[config.mk]
export PLATFORM = sky130hd
export DESIGN_NAME = masked_and_or_pipe
export DESIGN_NICKNAME = d
export VERILOG_FILES = /design/src/rtl/masked_and_or_pipe.sv
export SDC_FILE = /design/constraint.sdc
export NUM_CORES = 1
export LEC_CHECK = 0
export CORE_AREA = 2 2 50 52
export DETAILED_ROUTE_END_ITERATION = 7
export DIE_AREA = 0 0 52 54
export PLACE_DENSITY = 0.8
export REMOVE_ABC_BUFFERS = 1
export SETUP_SLACK_MARGIN = 0.15
export SYNTH_ARGS = -nofsm -noshare
export SYNTH_HDL_FRONTEND = slang
export SYNTH_SLANG_ARGS = --single-unit
[constraint.sdc]
create_clock -name clk -period 1.71 [get_ports clk]
set_input_delay 0.171 -clock clk [delete_from_list [all_inputs] [get_ports clk]]
set_output_delay 0.171 -clock clk [all_outputs]
set_load 0.01 [all_outputs]
[src/rtl/masked_and_or_pipe.sv]
`default_nettype none
// ============================================================================
// Module   : masked_and_or_pipe
// Purpose  : Two-share Boolean-masked AND-OR reduction y = OR_i (a[i] & b[i])
//            over NPAIRS lane pairs. Each layer is a registered DOM-indep AND
//            gadget, so glitches cannot combine shares across a layer. The
//            pipeline uses valid/ready handshakes. Shares are never recombined
//            inside the block.
// Revision : 1.0 - initial release
// ----------------------------------------------------------------------------
// Ports
//   clk        in   1       rising-edge clock
//   rst_n      in   1       asynchronous active-low reset
//   in_valid   in   1       input beat valid
//   in_ready   out  1       beat accepted when in_valid & in_ready
//   a0, a1     in   N       shares of operand a (a = a0 ^ a1)
//   b0, b1     in   N       shares of operand b (b = b0 ^ b1)
//   rnd        in   RW      fresh randomness (absent with MASKED_PRNG_EN)
//   out_valid  out  1       result valid
//   out_ready  in   1       downstream accepts result
//   out0, out1 out  1       shares of y
//   out_n0     out  1       share 0 of ~y (= ~out0)
//   out_n1     out  1       share 1 of ~y (= out1)
// Configuration macro
//   MASKED_PRNG_EN : removes the rnd port and derives randomness from an
//                    internal 32-bit Fibonacci LFSR (taps 32,22,2,1).
// ============================================================================
module masked_and_or_pipe #(
    parameter int LOG_PAIRS = 2,
    parameter int NPAIRS    = 1 << LOG_PAIRS,
    parameter int RW        = 2 * NPAIRS - 1
`ifdef MASKED_PRNG_EN
    ,
    parameter logic [31:0] LFSR_SEED = 32'hACE12468
`endif
) (
    input  logic              clk,
    input  logic              rst_n,
    input  logic              in_valid,
    output logic              in_ready,
    input  logic [NPAIRS-1:0] a0,
    input  logic [NPAIRS-1:0] a1,
    input  logic [NPAIRS-1:0] b0,
    input  logic [NPAIRS-1:0] b1,
`ifndef MASKED_PRNG_EN
    input  logic [RW-1:0]     rnd,
`endif
    output logic              out_valid,
    input  logic              out_ready,
    output logic              out0,
    output logic              out1,
    output logic              out_n0,
    output logic              out_n1
);

    localparam int N = NPAIRS;
    localparam int L = LOG_PAIRS;

    // Node storage is a flat tree: lanes occupy [0, N), layer k occupies
    // [2N - 2*(N>>k), 2N - (N>>k)), the root sits at RW-1. This is the same
    // layout as the randomness vector, so a node's fresh bit shares its index.
    logic [RW-1:0] r_s0;
    logic [RW-1:0] r_s1;
    logic [RW-1:0] w_s0_nxt;
    logic [RW-1:0] w_s1_nxt;
    logic [L:0]    r_valid;
    logic [RW-1:0] w_rnd;
    logic          w_en;

    // ------------------------------------------------------------------
    // Randomness source
    // ------------------------------------------------------------------
`ifdef MASKED_PRNG_EN
    if (LOG_PAIRS > 4) begin : g_bad_cfg
        $error("masked_and_or_pipe: LOG_PAIRS > 4 not supported with internal PRNG");
    end

    logic [31:0] r_lfsr;
    logic        w_lfsr_fb;

    assign w_lfsr_fb = r_lfsr[31] ^ r_lfsr[21] ^ r_lfsr[1] ^ r_lfsr[0];

    always_ff @(posedge clk or negedge rst_n) begin
        if (!rst_n) begin
            r_lfsr <= LFSR_SEED;
        end else if (w_en) begin
            r_lfsr <= {r_lfsr[30:0], w_lfsr_fb};
        end
    end

    assign w_rnd = r_lfsr[RW-1:0];
`else
    assign w_rnd = rnd;
`endif

    // ------------------------------------------------------------------
    // Handshake: the whole pipeline advances together unless a valid
    // result is being held for a stalled consumer.
    // ------------------------------------------------------------------
    assign w_en      = out_ready | ~out_valid;
    assign in_ready  = w_en;
    assign out_valid = r_valid[L];

    // ------------------------------------------------------------------
    // Layer 0: per-lane DOM AND. The cross term is blinded by r before it
    // meets the domain-local term, and the result is registered at once.
    // ------------------------------------------------------------------
    for (genvar i = 0; i < N; i++) begin : g_lane
        assign w_s0_nxt[i] = (a0[i] & b0[i]) ^ ((a0[i] & b1[i]) ^ w_rnd[i]);
        assign w_s1_nxt[i] = (a1[i] & b1[i]) ^ ((a1[i] & b0[i]) ^ w_rnd[i]);
    end

    // ------------------------------------------------------------------
    // Layers 1..L: OR of two masked bits as x ^ z ^ (x & z). The AND is a
    // DOM gadget; the linear part is computed per share from registered
    // operands and folded into the same stage register.
    // ------------------------------------------------------------------
    for (genvar k = 1; k <= L; k++) begin : g_layer
        localparam int OFF_IN  = 2 * N - 2 * (N >> (k - 1));
        localparam int OFF_OUT = 2 * N - 2 * (N >> k);
        for (genvar j = 0; j < (N >> k); j++) begin : g_node
            logic w_x0;
            logic w_x1;
            logic w_z0;
            logic w_z1;
            assign w_x0 = r_s0[OFF_IN + 2 * j];
            assign w_x1 = r_s1[OFF_IN + 2 * j];
            assign w_z0 = r_s0[OFF_IN + 2 * j + 1];
            assign w_z1 = r_s1[OFF_IN + 2 * j + 1];
            assign w_s0_nxt[OFF_OUT + j] = (w_x0 & w_z0)
                                         ^ ((w_x0 & w_z1) ^ w_rnd[OFF_OUT + j])
                                         ^ w_x0 ^ w_z0;
            assign w_s1_nxt[OFF_OUT + j] = (w_x1 & w_z1)
                                         ^ ((w_x1 & w_z0) ^ w_rnd[OFF_OUT + j])
                                         ^ w_x1 ^ w_z1;
        end
    end

    // ------------------------------------------------------------------
    // Pipeline registers: data and valid move in lock-step.
    // ------------------------------------------------------------------
    always_ff @(posedge clk or negedge rst_n) begin
        if (!rst_n) begin
            r_valid <= '0;
            r_s0    <= '0;
            r_s1    <= '0;
        end else if (w_en) begin
            r_valid <= {r_valid[L-1:0], in_valid};
            r_s0    <= w_s0_nxt;
            r_s1    <= w_s1_nxt;
        end
    end

    // Complement of a Boolean-masked bit: invert one share only.
    assign out0   = r_s0[RW-1];
    assign out1   = r_s1[RW-1];
    assign out_n0 = ~r_s0[RW-1];
    assign out_n1 = r_s1[RW-1];

endmodule
`default_nettype wire

==> impl_table.tex <==
\begin{tabular}{lr}
\hline
Metric & Value \\
\hline
\multicolumn{2}{l}{\textbf{Power}} \\
\quad Total power divided by cell area & 1079 nW/um\^{}2 \\
\quad Lkg Pwr & 0.6340 nW \\
\quad Worst VDD drop & between 700 and 800 uV \\
\multicolumn{2}{l}{\textbf{Setup path}} \\
\quad Top cell family by delay on the critical path & buffers and inverters \\
\quad Type of element launching the critical path & register \\
\quad Worst reg2reg endpoint & r\_s0[3] \\
\quad Arrival time worst endpoint & 1.26 ns \\
\quad Worst Path Required & 1.54 ns \\
\quad Nature of the critical path endpoint & primary output \\
\quad Logic depth of the worst register-to-register path & 4 \\
\quad Crit-path cells & inv\_1 -> clkdlybuf4s50\_1 \\
\quad Worst Path Buf+Inv & 2 \\
\quad WS Path Type & register to primary output \\
\quad Slowest cell on crit path & clkdlybuf4s50\_1 \\
\quad Startpoint of the most critical register-to-register path & r\_valid[2] \\
\quad Slowest Stage Delay on Critical Path & about 0.52 ns \\
\quad Register-to-Register Setup Slack & 0.42 ns \\
\quad Critical path fanouts, max & 3 \\
\multicolumn{2}{l}{\textbf{Global route}} \\
\quad Via count of the first global-routing pass & 860 \\
\quad Routing usage on met2 & 34.81\% \\
\quad Met3 layer usage reported by global route & 5.000\% \\
\quad Pin count of the biggest net entering global routing & 21 \\
\quad Remaining global-route overflow & 0 \\
\quad Met1 demand-to-capacity share in global routing & 20.38\% \\
\quad Gr busiest metal & met2 \\
\quad Global-route usage over all layers & a little under a fifth \\
\quad First-pass GRT wire length & 3746 um \\
\quad Initial antenna violation count & 0 \\
\multicolumn{2}{l}{\textbf{Finish}} \\
\quad Layout Nets & 171 \\
\quad Number of standard cells in the final layout excluding fillers & 173 \\
\quad Ant. Diodes & 0 \\
\quad Area growth from synthesis to layout & 35.86\% \\
\quad Fraction of layout instances using a drive strength above 1 & 6.993\% \\
\multicolumn{2}{l}{\textbf{Routing}} \\
\quad Total number of vias & 923 \\
\quad Routed len/inst & 12.80 um \\
\quad Total routed wirelength & between 2000 and 2500 um \\
\quad Vias per Instance & 5.335 \\
\quad Number of violations reported at the end of detailed-routing iteration 0 & 6 \\
\quad DRT antenna net count & 0 \\
\quad Number of remaining DRC errors & 0 \\
\quad Count of TritonRoute iterations in the first routing pass & 4 \\
\multicolumn{2}{l}{\textbf{Timing}} \\
\quad Slew at the pin closest to its max-slew limit & around 0.32 ns \\
\quad Post-Route Skew & 0.007088 ns \\
\quad Min setup slack post-route & 0.2759 ns \\
\quad Pins over their slew limit & 0 \\
\quad Final cycle utilization of the critical path & 83.86\% \\
\quad RSZ-0062 raised after global routing & false \\
\quad Max Clk Rate & 0.6973 GHz \\
\quad Worst-case headroom to the max-slew limit & between 70\% and 80\% \\
\quad Setup total negative slack & 0 ns \\
\quad Final Hold Fails & 0 \\
\quad Minimum clock period after layout & 1.434 ns \\
\quad Final setup violation count & 0 \\
\multicolumn{2}{l}{\textbf{Yosys}} \\
\quad Avg Inst Size Synth & a little under 10 sq um \\
\quad Cell area after technology mapping & 1040 sq um \\
\quad Count of synthesis-stage warnings from yosys & 0 \\
\quad Number of register bits inferred by synthesis & 17 \\
\quad Number of distinct library cells after synthesis & 24 \\
\quad Sequential area share after synthesis & between 40 and 50\% \\
\quad Number of cells produced by synthesis & approximately 110 \\
\multicolumn{2}{l}{\textbf{Worst hold path}} \\
\quad Tightest Hold Check Type & input pin to async pin \\
\multicolumn{2}{l}{\textbf{Clock network}} \\
\quad Clock Path Buffers & 2 \\
\quad Number of buffers added by the clock tree synthesis step & 3 \\
\quad H-tree depth & 1 \\
\quad Clock tree from TritonCTS & built \\
\quad CTS Hold Buffers Added & 0 \\
\quad CTS Root Buffer Type & clkbuf\_4 \\
\quad Clock network latency to the later pin of the worst-skew pair & 0.29 ns \\
\quad Clock slew seen by the registers of the worst setup and hold paths & approximately 0.10 ns \\
\quad Sinks on Clock Net & 17 \\
\multicolumn{2}{l}{\textbf{Floorplanning}} \\
\quad Area of the placeable core & 2320 sq um \\
\quad Site row count & 18 \\
\quad Die Span Y & 54 um \\
\quad Top-level port count & 33 \\
\quad Effective utilization at floorplan & 44.82\% \\
\quad Die outline area & 2808 sq um \\
\quad Chip width & approximately 52 um \\
\multicolumn{2}{l}{\textbf{Placement}} \\
\quad Placer congestion estimate & 0.8038 \\
\quad \# placed instances & 168 \\
\quad Worst slack at placement & between 0.07 and 0.08 ns \\
\quad Input/output buffers & 32 \\
\quad Detailed placer's ending HPWL & 1770 um \\
\multicolumn{2}{l}{\textbf{Job}} \\
\quad Max cap viols & 0 \\
\multicolumn{2}{l}{\textbf{Outcome}} \\
\quad Run status & finished clean \\
\hline
\end{tabular}
-- logic make-up (layout without fill, tap and decap cells) --
family	count (synthesis)	after routing	synth area share, %
and+or+nand+nor	63	63	37.06
DFF	17	17	40.91
AOI/OAI and AO/OA	9	9	6.137
muxes	8	8	7.702
buffers and inverters	7	42	4.814
xor gates and xnor gates	4	4	3.369
-- metrics by stage --
step / power [mW] / utilization [%] / hold WS, ns / instance area [sq um]
after floorplan: 1.012 / - / -0.1246 / 999.7
after global placement: 1.291 / 59.49 / 0.4418 / 1380
after detailed placement: 1.326 / 59.49 / 0.4537 / 1380
after CTS: 1.542 / 60.90 / 0.2052 / 1413
after global routing: 1.654 / 60.90 / 0.2132 / 1413
final: 1.525 / 60.90 / 0.1960 / 1413
-- worst max-delay path by stage --
stage	from	cells after the start	to	slack (ns)
after floorplan	r_valid[2]	4	r_s0[1]	0.51
after global placement	out_ready	4	in_ready	0.11
after detailed placement	out_ready	4	in_ready	0.07
after CTS	r_s0[6]	2	out_n0	0.26
after global routing	r_s0[6]	2	out_n0	0.21
final	r_s0[6]	2	out_n0	0.28
-- sequential cells by signal, summed over array words and instances (netlist names) --
register  cells
r_s0          7
r_s1          7
r_valid       3
-- power by group --
part	leakage, nW	total [mW]	internal [mW]	switching (mW)
Combinational	0.422	0.673	0.373	0.299
Clock	0.0150	0.212	0.0907	0.121
Sequential	0.197	0.640	0.541	0.0995
-- cell usage after synthesis --
| cell | count | area [sq um] |
|---|---|---|
| buf_6 | 2 | 22.52 |
| a31oi_1 | 3 | 18.77 |
| nor3_1 | 2 | 10.01 |
| nor2_1 | 9 | 33.78 |
| inv_4 | 1 | 6.260 |
| mux2i_1 | 8 | 80.08 |
| buf_2 | 2 | 10.01 |
| nor4_1 | 3 | 18.77 |
| dfrtp_1 | 17 | 425.4 |
| nor2b_1 | 14 | 87.58 |
| nand2_1 | 6 | 22.52 |
| xor2_1 | 4 | 35.03 |
| and2_1 | 3 | 18.77 |
| buf_4 | 1 | 7.510 |
| or3b_1 | 4 | 35.03 |
| nand4b_1 | 8 | 70.07 |
| nor2b_4 | 1 | 13.76 |
| nor3_2 | 1 | 10.01 |
| or3_1 | 3 | 18.77 |
| o211a_1 | 3 | 30.03 |
| nand2b_1 | 1 | 6.260 |
| inv_1 | 1 | 3.750 |
| o21ai_0 | 3 | 15.01 |
| nand3_1 | 8 | 40.04 |
-- cells in the final DEF, fill, tap and decap left out --
master           count
nand3_1              8
or3_1                3
clkdlybuf4s50_1     31
nor3_1               2
nand4b_1             8
buf_4                4
mux2i_1              8
a31oi_1              3
nor2b_1             14
and2_1               3
dlygate4sd2_1        1
inv_1                1
or3b_1               4
nand2_1              6
dfrtp_1             17
nor4_1               3
nor2_1               9
nor3_2               1
o21ai_0              3
inv_4                1
clkbuf_4             3
o211a_1              3
nand2b_1             1
nor2b_4              1
xor2_1               4
clkbuf_1             1
-- cell type report --
| class | count | area (sq um) |
|---|---|---|
| well taps | 30 | 37.54 |
| clock buffers | 4 | 26.28 |
| inverters | 2 | 10.01 |
| flip-flops and latches | 17 | 425.4 |
| multi-input cells | 84 | 564.3 |
| repair buffers | 36 | 349.1 |
| fillers | 212 | 907.1 |
-- what timing repair did --
action | 4_1_cts | 5_1_grt
gates resized for setup | 1 | 0
endpoints found under the hold margin | 0 | 0
setup endpoints to repair | 1 | 0
setup buffers | 1 | 0
-- per-layer routing --
metal	part of all wire [%]	wire length, um	up-vias
li1	-	-	459
met1	42	925	444
met2	53	1184	18
met3	3.8	85	2
met4	0.86	19	0
met5	0	0	-
No activity file was read; power rests on OpenSTA's default activity.
==> RTL edit (same flow settings) <==
`LOG_PAIRS`: 2 -> 1.
--- a/src/rtl/masked_and_or_pipe.sv
+++ b/src/rtl/masked_and_or_pipe.sv
@@ -26,7 +26,7 @@
 //                    internal 32-bit Fibonacci LFSR (taps 32,22,2,1).
 // ============================================================================
 module masked_and_or_pipe #(
-    parameter int LOG_PAIRS = 2,
+    parameter int LOG_PAIRS = 1,
     parameter int NPAIRS    = 1 << LOG_PAIRS,
     parameter int RW        = 2 * NPAIRS - 1
 `ifdef MASKED_PRNG_EN
Interface: changed (5 resized); port bits go from 33 to 21. No check against the original RTL was run, so the function may have changed too.
==> RTL edit against the original RTL <==
  * Setup slack better by 0.037 ns
  * Power down 60%
  * Fmax up 2.7%
  * Routed wire length down 53%
  * Synthesized area down 53%
  * Count of clock-buffer cells in the layout down 1
  * Sequential power down 60%
  * Final area down 48%
  * Sequential cell count down 9
  * Global-route usage down 9.9 points
  * Clock skew down 0.0056 ns
==> RTL edit: results <==
{
  "powerSeq_w": 0.000254,
  "cts_setup_buffers": 0,
  "drt-initial-drc-count": 4,
  "fin_nets": 88,
  "whs_ns": 0.191,
  "rr_endpoint": "r_s1[1]$_DFFE_PN0P_",
  "grt_max_degree": 13,
  "endpoint": "out_valid",
  "dp_hpwl_um": 809,
  "cpPeakStageDelay_ns": 0.56,
  "ys_seq_area_share_pct": 40.6,
  "viasPerCell": 4.25,
  "powerClk_w": 0.000143,
  "grt_usage_pct": 8.26,
  "status": "finished clean",
  "peakVddDrop_mv": 0.381,
  "grt_pass1_vias": 381,
  "skew_ns": 0.00149,
  "synth.distinct_cells": 21,
  "r2r_start": "r_valid[1]$_DFFE_PN0P_",
  "routedWlPerCell_um": 10.2,
  "final_layout_size_suffix_gt1_share_pct": 8.45,
  "grt_pass1_wl_um": 1630,
  "finalWeightedCongestion": 0.713,
  "worstPathArrival_ns": 1.23
}
==> RTL edit: cell types whose count changed in the layout (fill, tap and decap cells not counted), moves of 3 or more <==
cell / unedited run / this run
clkdlybuf4s50_1: 31 / 19
dfrtp_1: 17 / 8
nand4b_1: 8 / 0
nor2b_1: 14 / 6
nand2_1: 6 / 0
nor2_1: 9 / 3
mux2i_1: 8 / 4
nand3_1: 8 / 4
nand4_1: 0 / 4
buf_4: 4 / 1
inv_1: 1 / 4
nor4_1: 3 / 0
==> RTL edit: area by class of cell <==
type | count | area (sq um)
Tap cell | 30 | 37.5
Inverter | 4 | 15.0
Clock buffer | 3 | 22.5
Timing Repair Buffer | 21 | 210
Fill cell | 246 | 1590
Multi-Input combinational cell | 35 | 248
Sequential cell | 8 | 200
==> RTL edit: layer usage <==
metal | GRT usage [%] | share of wire [%] | vias up
li1 | - | - | 216
met1 | 10.4 | 45 | 189
met2 | 11.2 | 42 | 24
met3 | 6.39 | 13 | 0
met4 | 1.32 | 0 | 0
met5 | 0 | 0 | -
==> RTL edit: kinds of logic (layout without fill, tap and decap cells) <==
| logic type | Yosys count | count (layout) | synth area share (%) |
|---|---|---|---|
| compound gates | 4 | 4 | 6.09 |
| simple gates | 24 | 24 | 30.2 |
| mux | 5 | 5 | 10.4 |
| xor+xnor | 2 | 2 | 3.55 |
| buf+inv | 7 | 28 | 9.13 |
| flops | 8 | 8 | 40.6 |
==> RTL edit: stage by stage <==
stage	cell area, sq um	setup slack [ns]	std cells	power, W
global placement	708	0.178	98	0.000466
global route	733	0.259	101	0.000657
detailed placement	708	0.145	98	0.000475
CTS	731	0.164	101	0.000622
finish	733	0.313	101	0.000613
floorplan	463	0.564	47	0.000351
